**src/rtl/dac_playback.sv**
```systemverilog
// Plays NUM_SAMPLES 12-bit samples to an SPI DAC (mode 0), oldest first, one 16-bit frame each.
// Optional macro DAC_PLAYBACK_LDAC_EN: pulse LDAC low for the first GAP half-period of each frame.
module dac_playback #(
    parameter int CLK_DIV     = 500,
    parameter int NUM_SAMPLES = 10
) (
    input  logic                      clk,
    input  logic                      rst,
    input  logic                      start,
    input  logic [12*NUM_SAMPLES-1:0] storage,
    output logic                      CS,
    output logic                      SCK,
    output logic                      MOSI,
    output logic                      LDAC,
    output logic                      busy,
    output logic                      done,
    output logic [2:0]                o_dbg_state
);

    localparam int DIV_W = (CLK_DIV > 1) ? $clog2(CLK_DIV) : 1;
    localparam int IDX_W = (NUM_SAMPLES > 1) ? $clog2(NUM_SAMPLES) : 1;

    typedef enum logic [2:0] {
        S_IDLE  = 3'd0,
        S_SETUP = 3'd1,
        S_SHIFT = 3'd2,
        S_GAP   = 3'd3,
        S_DONE  = 3'd4
    } state_t;

    state_t                    r_state;
    state_t                    w_next;
    logic [DIV_W-1:0]          r_div;
    logic                      r_sck;
    logic [3:0]                r_bit;
    logic [15:0]               r_shift;
    logic [12*NUM_SAMPLES-1:0] r_shadow;
    logic [IDX_W-1:0]          r_idx;
    logic                      r_gap_half;

    logic             w_tick;
    logic             w_enter_setup;
    logic             w_fall;
    logic             w_in_frame;
    logic [IDX_W-1:0] w_next_idx;
    logic [11:0]      w_sample;

    assign w_tick        = (r_div == DIV_W'(CLK_DIV - 1));
    assign w_enter_setup = (w_next == S_SETUP) && (r_state != S_SETUP);
    assign w_fall        = (r_state == S_SHIFT) && w_tick && r_sck;
    assign w_in_frame    = (r_state == S_SETUP) || (r_state == S_SHIFT);
    assign w_next_idx    = r_idx - 1'b1;
    // The first frame comes straight from storage; later frames from the shadow copy.
    assign w_sample      = (r_state == S_IDLE) ? storage[12*NUM_SAMPLES-1 -: 12]
                                               : r_shadow[int'(w_next_idx)*12 +: 12];

    always_ff @(posedge clk or negedge rst) begin
        if (!rst) begin
            r_state <= S_IDLE;
        end else begin
            r_state <= w_next;
        end
    end

    always_comb begin
        w_next = r_state;
        case (r_state)
            S_IDLE:  if (start) w_next = S_SETUP;
            S_SETUP: if (w_tick) w_next = S_SHIFT;
            S_SHIFT: if (w_fall && r_bit == 4'd15) w_next = S_GAP;
            S_GAP:   if (w_tick && r_gap_half) w_next = (r_idx == '0) ? S_DONE : S_SETUP;
            S_DONE:  w_next = S_IDLE;
            default: w_next = S_IDLE;
        endcase
    end

    always_ff @(posedge clk or negedge rst) begin
        if (!rst) begin
            r_div      <= '0;
            r_sck      <= 1'b0;
            r_bit      <= '0;
            r_shift    <= '0;
            r_shadow   <= '0;
            r_idx      <= '0;
            r_gap_half <= 1'b0;
        end else begin
            if (r_state == S_IDLE || w_enter_setup || w_tick) begin
                r_div <= '0;
            end else begin
                r_div <= r_div + 1'b1;
            end

            if (r_state == S_SHIFT && w_tick) begin
                r_sck <= ~r_sck;
            end else if (r_state != S_SHIFT) begin
                r_sck <= 1'b0;
            end

            if (w_fall) begin
                r_bit <= r_bit + 1'b1;
            end else if (r_state != S_SHIFT) begin
                r_bit <= '0;
            end

            // MOSI advances only on SCK falling edges, so each bit straddles a rising edge.
            if (w_enter_setup) begin
                r_shift <= {4'b0011, w_sample};
            end else if (w_fall) begin
                r_shift <= {r_shift[14:0], 1'b0};
            end

            if (r_state == S_IDLE && start) begin
                r_shadow <= storage;
                r_idx    <= IDX_W'(NUM_SAMPLES - 1);
            end else if (r_state == S_GAP && w_tick && r_gap_half && r_idx != '0) begin
                r_idx <= w_next_idx;
            end

            if (r_state == S_GAP && w_tick) begin
                r_gap_half <= ~r_gap_half;
            end else if (r_state != S_GAP) begin
                r_gap_half <= 1'b0;
            end
        end
    end

    assign CS          = ~w_in_frame;
    assign SCK         = r_sck;
    assign MOSI        = w_in_frame ? r_shift[15] : 1'b0;
    assign busy        = (r_state != S_IDLE);
    assign done        = (r_state == S_DONE);
    assign o_dbg_state = r_state;

`ifdef DAC_PLAYBACK_LDAC_EN
    assign LDAC = ~((r_state == S_GAP) && !r_gap_half);
`else
    assign LDAC = 1'b0;
`endif

endmodule

```
**config.mk**
```make
export PLATFORM = sky130hd
export DESIGN_NAME = dac_playback
export DESIGN_NICKNAME = d
export VERILOG_FILES = /design/src/rtl/dac_playback.sv
export SDC_FILE = /design/constraint.sdc
export NUM_CORES = 1
export LEC_CHECK = 0
export CAP_MARGIN = 0
export CORE_MARGIN = 4
export CORE_UTILIZATION = 55
export DETAILED_ROUTE_END_ITERATION = 7
export PLACE_DENSITY = 0.87
export SETUP_SLACK_MARGIN = 0.02
export SLEW_MARGIN = 40
export SYNTH_ARGS = -nofsm -noshare
export SYNTH_HDL_FRONTEND = slang
export SYNTH_SLANG_ARGS = --single-unit
```
**constraint.sdc**
```tcl
create_clock -name clk -period 4.9 [get_ports clk]
set_input_delay 0.98 -clock clk [delete_from_list [all_inputs] [get_ports clk]]
set_output_delay 0.98 -clock clk [all_outputs]
set_load 0.03 [all_outputs]
```
==> summary.md, run 1 <==
| Metric | Value |
|---|---|
| Result of the run | finished clean |
| Die boundary width | 125 um |
| Post-Route Skew | 0.00925 ns |
| Number of max-slew violations in the final report | 0 |
| Share of synthesized area occupied by flip-flops and latches | 0.525 |
| Relative slew slack | 0.435 |
| Count of boundary I/O pins | 132 |
| Number of buffers created by CTS | 17 |
| Number of enable flip-flop cells after synthesis | 0 |
| RSZ-0062 raised after global routing | no |
| Dominant register cell in the synthesized netlist | dfrtp_1 |
| Number of nets produced by synthesis | 910 |
| Maximum number of buffers from clock root to sink | 2 |
| Initial antenna violation count | 0 |
| Fin Setup TNS | 0 ns |
| Data arrival time of the worst path | 3.50 ns |
| Vias in the first global route | 6,014 |
| Ratio of final minimum period to clock period | 0.655 |
| Required arrival time at the worst endpoint | 5.19 ns |
| Final #Nets | 1,022 |
| Core outline area | 13,300 sq um |
| Reg clk slew, reported paths | 0.07 ns |
| Worst Setup Start Kind | flop |
| Global-route congestion overflow total | 0 |
| DRT Wirelength | 19,000 um |
| Beginning of the worst hold path | r_div[0]$_DFF_PN0_ |
| Highest Clock Rate | 0.312 GHz |
| Count of inserted antenna diode cells | 0 |
| Area grow syn2layout | 26.7% |
| Min-Delay Path Class | reg -> reg |
| Cells along the critical path | clkinv_1 -> ha_1 -> inv_4 -> mux4_1 -> mux2_2 -> a221oi_1 -> mux2i_1 |
| CTS root buffer | clkbuf_16 |
| Origin of the worst setup path | r_idx[0]$_DFFE_PN0P_ |
| Static leakage | 0.00489 uW |
| Worst-skew pair later-pin latency | 0.43 ns |
| Areal power density over the cells | 281 nW/um^2 |
| Start of the worst register-to-register path | r_idx[0]$_DFFE_PN0P_ |
| End-of-flow core utilization | 0.717 |
| Ys async rst share | 1.00 |
| Total half-perimeter wirelength after legalization and detailed placement | 12,800 um |
| Synthesized area | 7530 sq um |
| Gpl congestion | 0.881 |
| Setup violators final | 0 |
| Effective utilization at floorplan | 0.566 |
| Max FO, Critical Path | 17 |
| Port-buffer cells | 130 |
| Maximum number of pins on one net before global-route repair | 118 |
| Clock tree sinks | 158 |
| Final critical delay including setup and external delays | 3.21 ns |
| Warning count from the yosys run | 0 |
| Wirelength per Cell | 17.5 um |
| Number of standard cells after synthesis | 783 |
| Nature of the critical path endpoint | flop |
| Hold-fix buffers, CTS | 0 |
| Antenna Nets Post-Route | 0 |
| TritonCTS clock tree | done |
| Slew at the pin closest to its max-slew limit | 0.847 ns |
| Total of max-cap violations | 0 |
| Placed standard-cell area | 8950 sq um |
| Number of vias after detailed routing | 6,031 |
| Final hold violations | 0 |
| Total track usage | 0.248 |
| DRT iter0 DRCs | 595 |
| Fraction of layout instances using a drive strength above 1 | 0.0925 |
| Max IR drop VDD | 0.000258 V |
| Number of H-tree levels | 4 |
| Number of remaining DRC errors | 0 |
| Post-synth top area cell | dfrtp_1 |
| Ratio of routed vias to standard cells | 5.56 |
| Die Outline Area | 15,600 sq um |
| Flops & latches, synth | 158 |
| Mean instance size in the synthesized netlist | 9.61 sq um |
| Highest-delay cell along the critical path | ha_1 |
| Largest stage delay on the critical path | 0.97 ns |
| Biggest area contributors in the synthesized netlist | dfrtp_1 53%, nand2_1 19%, mux2i_1 4.4%, mux4_1 4.2%, mux4_2 3.6% |
| Number of placement rows | 42 |
| Post-CTS setup buffers | 0 |
| Number of gates resized after CTS | 0 |
| Overall power | 2680 uW |
| Distinct cells, synth | 44 |
| Category of the most critical setup path | reg -> reg |
| Share of the synthesized area in the top cell type | 0.525 |
| Die H | 125 um |
| Number of iterations in the first detailed-routing pass | 6 |
| Fin area | 9530 sq um |
| Wire length of the first global-routing pass | 30,600 um |
flip-flops by register name, indices dropped and copies added, names as in the netlist:
name         count
SCK              1
o_dbg_state      3
r_bit            4
r_div            9
r_gap_half       1
r_idx            4
r_shadow       120
r_shift         16
metrics by stage:
stage,cells,setup slack (ns),hold WS (ns)
after global placement,1050,1.89,0.446
final,1084,1.69,0.454
after floorplan,783,2.15,0.425
after CTS,1084,1.70,0.458
after global routing,1084,1.52,0.495
after detailed placement,1052,1.78,0.450
Yosys cell counts (2+ instances only):
cell type / count
and2_1: 7
a21o_1: 2
nand2_1: 372
inv_1: 7
a21oi_1: 4
a222oi_1: 7
buf_2: 15
and3_1: 4
xor2_1: 7
ha_1: 4
dfrtp_1: 158
xnor2_1: 6
clkbuf_1: 25
mux4_2: 12
nor3_1: 4
or3_1: 2
a211o_1: 2
a221oi_1: 5
buf_6: 2
nand2b_1: 2
nand4_1: 4
mux2_2: 19
nand3_1: 9
buf_4: 2
mux4_1: 12
o21ai_0: 5
nor3b_1: 3
nor2_1: 34
mux2i_1: 33
final cells by class:
| class | instances | area, sq um |
|---|---|---|
| sequential | 158 | 3950 |
| inverter | 9 | 36.3 |
| clock buffer | 21 | 480 |
| multi-input combinational | 571 | 3370 |
| tap | 176 | 220 |
| clock inverter | 11 | 81.3 |
| timing repair buffer | 138 | 1390 |
| fill | 942 | 3760 |
metal layers:
| metal | track usage | vias to the layer above | share of wire |
|---|---|---|---|
| met1 | 0.336 | 2941 | 0.41 |
| li1 | - | 2794 | - |
| met3 | 0.0712 | 47 | 0.077 |
| met5 | 0 | - | 0 |
| met4 | 0.0995 | 0 | 0.033 |
| met2 | 0.381 | 249 | 0.47 |
final timing paths:
check,to,slack [ns],cells after the start
min,r_div[0]$_DFF_PN0_,0.45,1
max in group asynchronous,r_shadow[90]$_DFFE_PN0P_,3.32,2
min in group asynchronous,r_bit[2]$_DFFE_PN0P_,0.60,1
min reg2reg,r_div[0]$_DFF_PN0_,0.45,1
max reg2reg,r_shift[5]$_DFFE_PN0P_,1.69,7
max,r_shift[5]$_DFFE_PN0P_,1.69,7
critical path: cells and delay by family, from the launching register on:
family,cells,cell delay [ns]
compound gates,1,0.33
mux,3,0.93
buf+inv,2,0.49
fa+ha+maj,1,0.97
flops,1,0.36
logic make-up (layout without fill, tap and decap cells):
logic type	count (synthesis)	count (layout)	share of synthesized area
other	1	1	0.000498
buffers and inverters	54	179	0.0328
DFF	158	158	0.525
adders and majority gates	4	4	0.00665
xor gates and xnor gates	14	14	0.0173
AOI/OAI and AO/OA	29	29	0.0309
muxes	76	76	0.150
and+or+nand+nor	447	447	0.236
report_power, final:
part	total [uW]	leakage [uW]	internal [uW]	switching [uW]
logic	131	0.00246	86.9	44.4
clock network	1240	0.000272	704	540
registers	1300	0.00216	1300	0
total	2680	0.00489	2100	584
layout by cell type, fill, tap and decap left out, drive strengths merged, types with 8 or more instances in the layout:
master	netlist	routed
inv	8	11
clkbuf	25	22
mux4	24	24
dfrtp	158	158
nor2	34	34
nand2	372	372
xor2	8	8
clkdlybuf4s50	0	129
buf	20	8
nand3	9	9
mux2i	33	33
mux2	19	19
and2	8	8
No activity file was read; power rests on OpenSTA's default activity.
==> run 2, diff against run 1 <==
CORE_UTILIZATION = 53   (was 55)
PLACE_DENSITY = 0.84   (was 0.87)
clock period = 3.2 ns   (was 4.9 ns; I/O delays follow)
==> run 2 against run 1 <==
Compared with the run above:
- clock power increased by 52%
- final area increased by 0.18%
- core utilization decreased by 2.9 points
- sequential power increased by 54%
- count of clock-buffer cells in the layout decreased by 3
- clock skew decreased by 0.0036 ns
- worst hold slack got worse by 0.28 ns
- critical path type unchanged
- critical endpoint is now r_shift[8]$_DFFE_PN0P_
==> summary.md, run 2 (synthesis gave the netlist of run 1 again) <==
| Metric | Value |
|---|---|
| DRT iter0 DRCs | 695 |
| Fraction of layout instances using a drive strength above 1 | 0.0913 |
| Worst-case reg-to-reg path depth | 7 |
| Final #Nets | 1,029 |
| Start of the worst register-to-register path | r_idx[0]$_DFFE_PN0P_ |
| Worst Setup Start Kind | flop |
| Clock tree sinks | 158 |
| Core outline area | 13,900 sq um |
| DRT Wirelength | 19,500 um |
| Leading cell types in the layout, fill and taps excluded | 371 x nand2_1, 158 x dfrtp_1, 129 x clkdlybuf4s50_1 |
| End-of-flow core utilization | 0.688 |
| Number of cells after detailed placement | 1,063 |
| Maximum number of buffers from clock root to sink | 2 |
| Initial antenna violation count | 0 |
| Number of gates resized after CTS | 0 |
| Number of vias after detailed routing | 6,048 |
| Wirelength per Cell | 17.9 um |
| CTS root buffer | clkbuf_16 |
| Cells along the critical path | clkinv_1 -> ha_1 -> xor2_2 -> mux4_1 -> mux2_2 -> a221oi_1 -> mux2i_1 |
| Die boundary width | 127 um |
| Required arrival time at the worst endpoint | 3.48 ns |
| Footprint of the flip-flops and latches | 3950 sq um |
| Critical path destination | r_shift[8]$_DFFE_PN0P_ |
| Largest Register | r_shadow |
| Areal power density over the cells | 429 nW/um^2 |
| Number of remaining DRC errors | 0 |
| Count of inserted antenna diode cells | 0 |
| Number of max-slew violations in the final report | 0 |
| Largest stage delay on the critical path | 0.61 ns |
| Total of max-cap violations | 0 |
| Non-filler instance count after layout | 1,089 |
| Number of flip-flops under the largest register name | 120 |
| Highest Clock Rate | 0.349 GHz |
| TritonCTS clock tree | done |
| Nature of the critical path endpoint | flop |
| Commonest non-fill, non-tap cell in the layout | nand2_1 |
| Ratio of final minimum period to clock period | 0.894 |
| Slew at the pin closest to its max-slew limit | 0.730 ns |
| Fin Setup TNS | 0 ns |
| Global-route congestion overflow total | 0 |
| RSZ-0062 raised after global routing | no |
| Multi-input combinational cell area | 3350 sq um |
| Vias in the first global route | 6,103 |
| Worst reg2reg endpoint | r_shift[8]$_DFFE_PN0P_ |
| Largest registers | r_shadow x120, r_shift x16, r_div x9 |
| Worst-skew pair later-pin latency | 0.42 ns |
| Post-Route Skew | 0.00567 ns |
| Hold-fix buffers, CTS | 0 |
| Data arrival time of the worst path | 3.14 ns |
| Reg clk slew, reported paths | 0.06 ns |
| Ratio of routed vias to standard cells | 5.55 |
| Gpl congestion | 0.918 |
| Filler cell count in the final layout | 1,016 |
| Min-Delay Path Class | in -> async |
| Number of buffers created by CTS | 17 |
| Count of boundary I/O pins | 132 |
| Area grow syn2layout | 26.9% |
| Highest-delay cell along the critical path | xor2_2 |
| Wire length of the first global-routing pass | 31,300 um |
| Relative slew slack | 0.513 |
| Maximum number of pins on one net before global-route repair | 66 |
| Origin of the worst setup path | r_idx[0]$_DFFE_PN0P_ |
| Register-to-Register Setup Slack | 0.34 ns |
| Total track usage | 0.250 |
| Result of the run | finished clean |
| Number of iterations in the first detailed-routing pass | 5 |
| Max FO, Critical Path | 15 |
| Category of the most critical setup path | reg -> reg |
| Worst hold margin | 0.177 ns |
| Final hold violations | 0 |
| Static leakage | 0.00492 uW |
| Post-CTS setup buffers | 0 |
| Number of placement rows | 43 |
| Effective utilization at floorplan | 0.542 |
| Port-buffer cells | 130 |
| Number of H-tree levels | 4 |
| Die H | 127 um |
| Setup violators final | 0 |
| Total half-perimeter wirelength after legalization and detailed placement | 13,700 um |
| Antenna Nets Post-Route | 0 |
| Final critical delay including setup and external delays | 2.86 ns |
| Die Outline Area | 16,200 sq um |
| Max IR drop VDD | 0.000363 V |
[run 2: cell count changes in the layout (fill, tap and decap cells not counted), moves of 2 or more]
cell,change
clkinv_4,-2
nor2_1,+2
bufinv_16,+2
inv_6,-3
nor2_2,-2
buf_4,+6
clkbuf_8,-4
[run 2: how the worst min path moves through the flow]
stage,startpoint,end,cells past startpoint
global placement,r_div[0]$_DFF_PN0_,r_div[0]$_DFF_PN0_,1
detailed placement,r_div[0]$_DFF_PN0_,r_div[0]$_DFF_PN0_,1
finish,rst,r_bit[3]$_DFFE_PN0P_,1
floorplan,rst,SCK$_DFFE_PN0P_,0
CTS,rst,r_bit[3]$_DFFE_PN0P_,1
global route,rst,SCK$_DFFE_PN0P_,1
[run 2: cell type report]
class,instances,share of cell area
Multi-Input combinational cell,571,0.350
Clock buffer,18,0.0460
Inverter,9,0.00380
Tap cell,180,0.0236
Timing Repair Buffer,145,0.152
Clock inverter,8,0.0102
Sequential cell,158,0.414
[run 2: report_power, final]
part           switching, uW  total [uW]  internal [uW]
logic                   69.9         205            135
registers                  0        2000           2000
clock network            755        1890           1130
total                    825        4090           3270
[run 2: per-layer routing]
layer	wire length (um)	track usage	vias up
met5	0	0	-
met4	618	0.105	0
met3	1510	0.0631	46
met2	9130	0.377	287
met1	8240	0.349	2919
li1	-	-	2796
[run 2: critical path: cells and delay by family, from the launching register on]
family / cells / cell delay [ns]
mux: 3 / 0.83
xor+xnor: 1 / 0.61
fa+ha+maj: 1 / 0.38
flops: 1 / 0.34
compound gates: 1 / 0.31
buf+inv: 1 / 0.25
[run 2: metrics by stage]
stage	total power [uW]	instance area, sq um	setup slack (ns)
global route	4220	9550	0.116
detailed placement	2240	9010	0.343
finish	4090	9550	0.338
global placement	2240	9010	0.478
floorplan	2040	7530	0.448
CTS	4120	9550	0.328
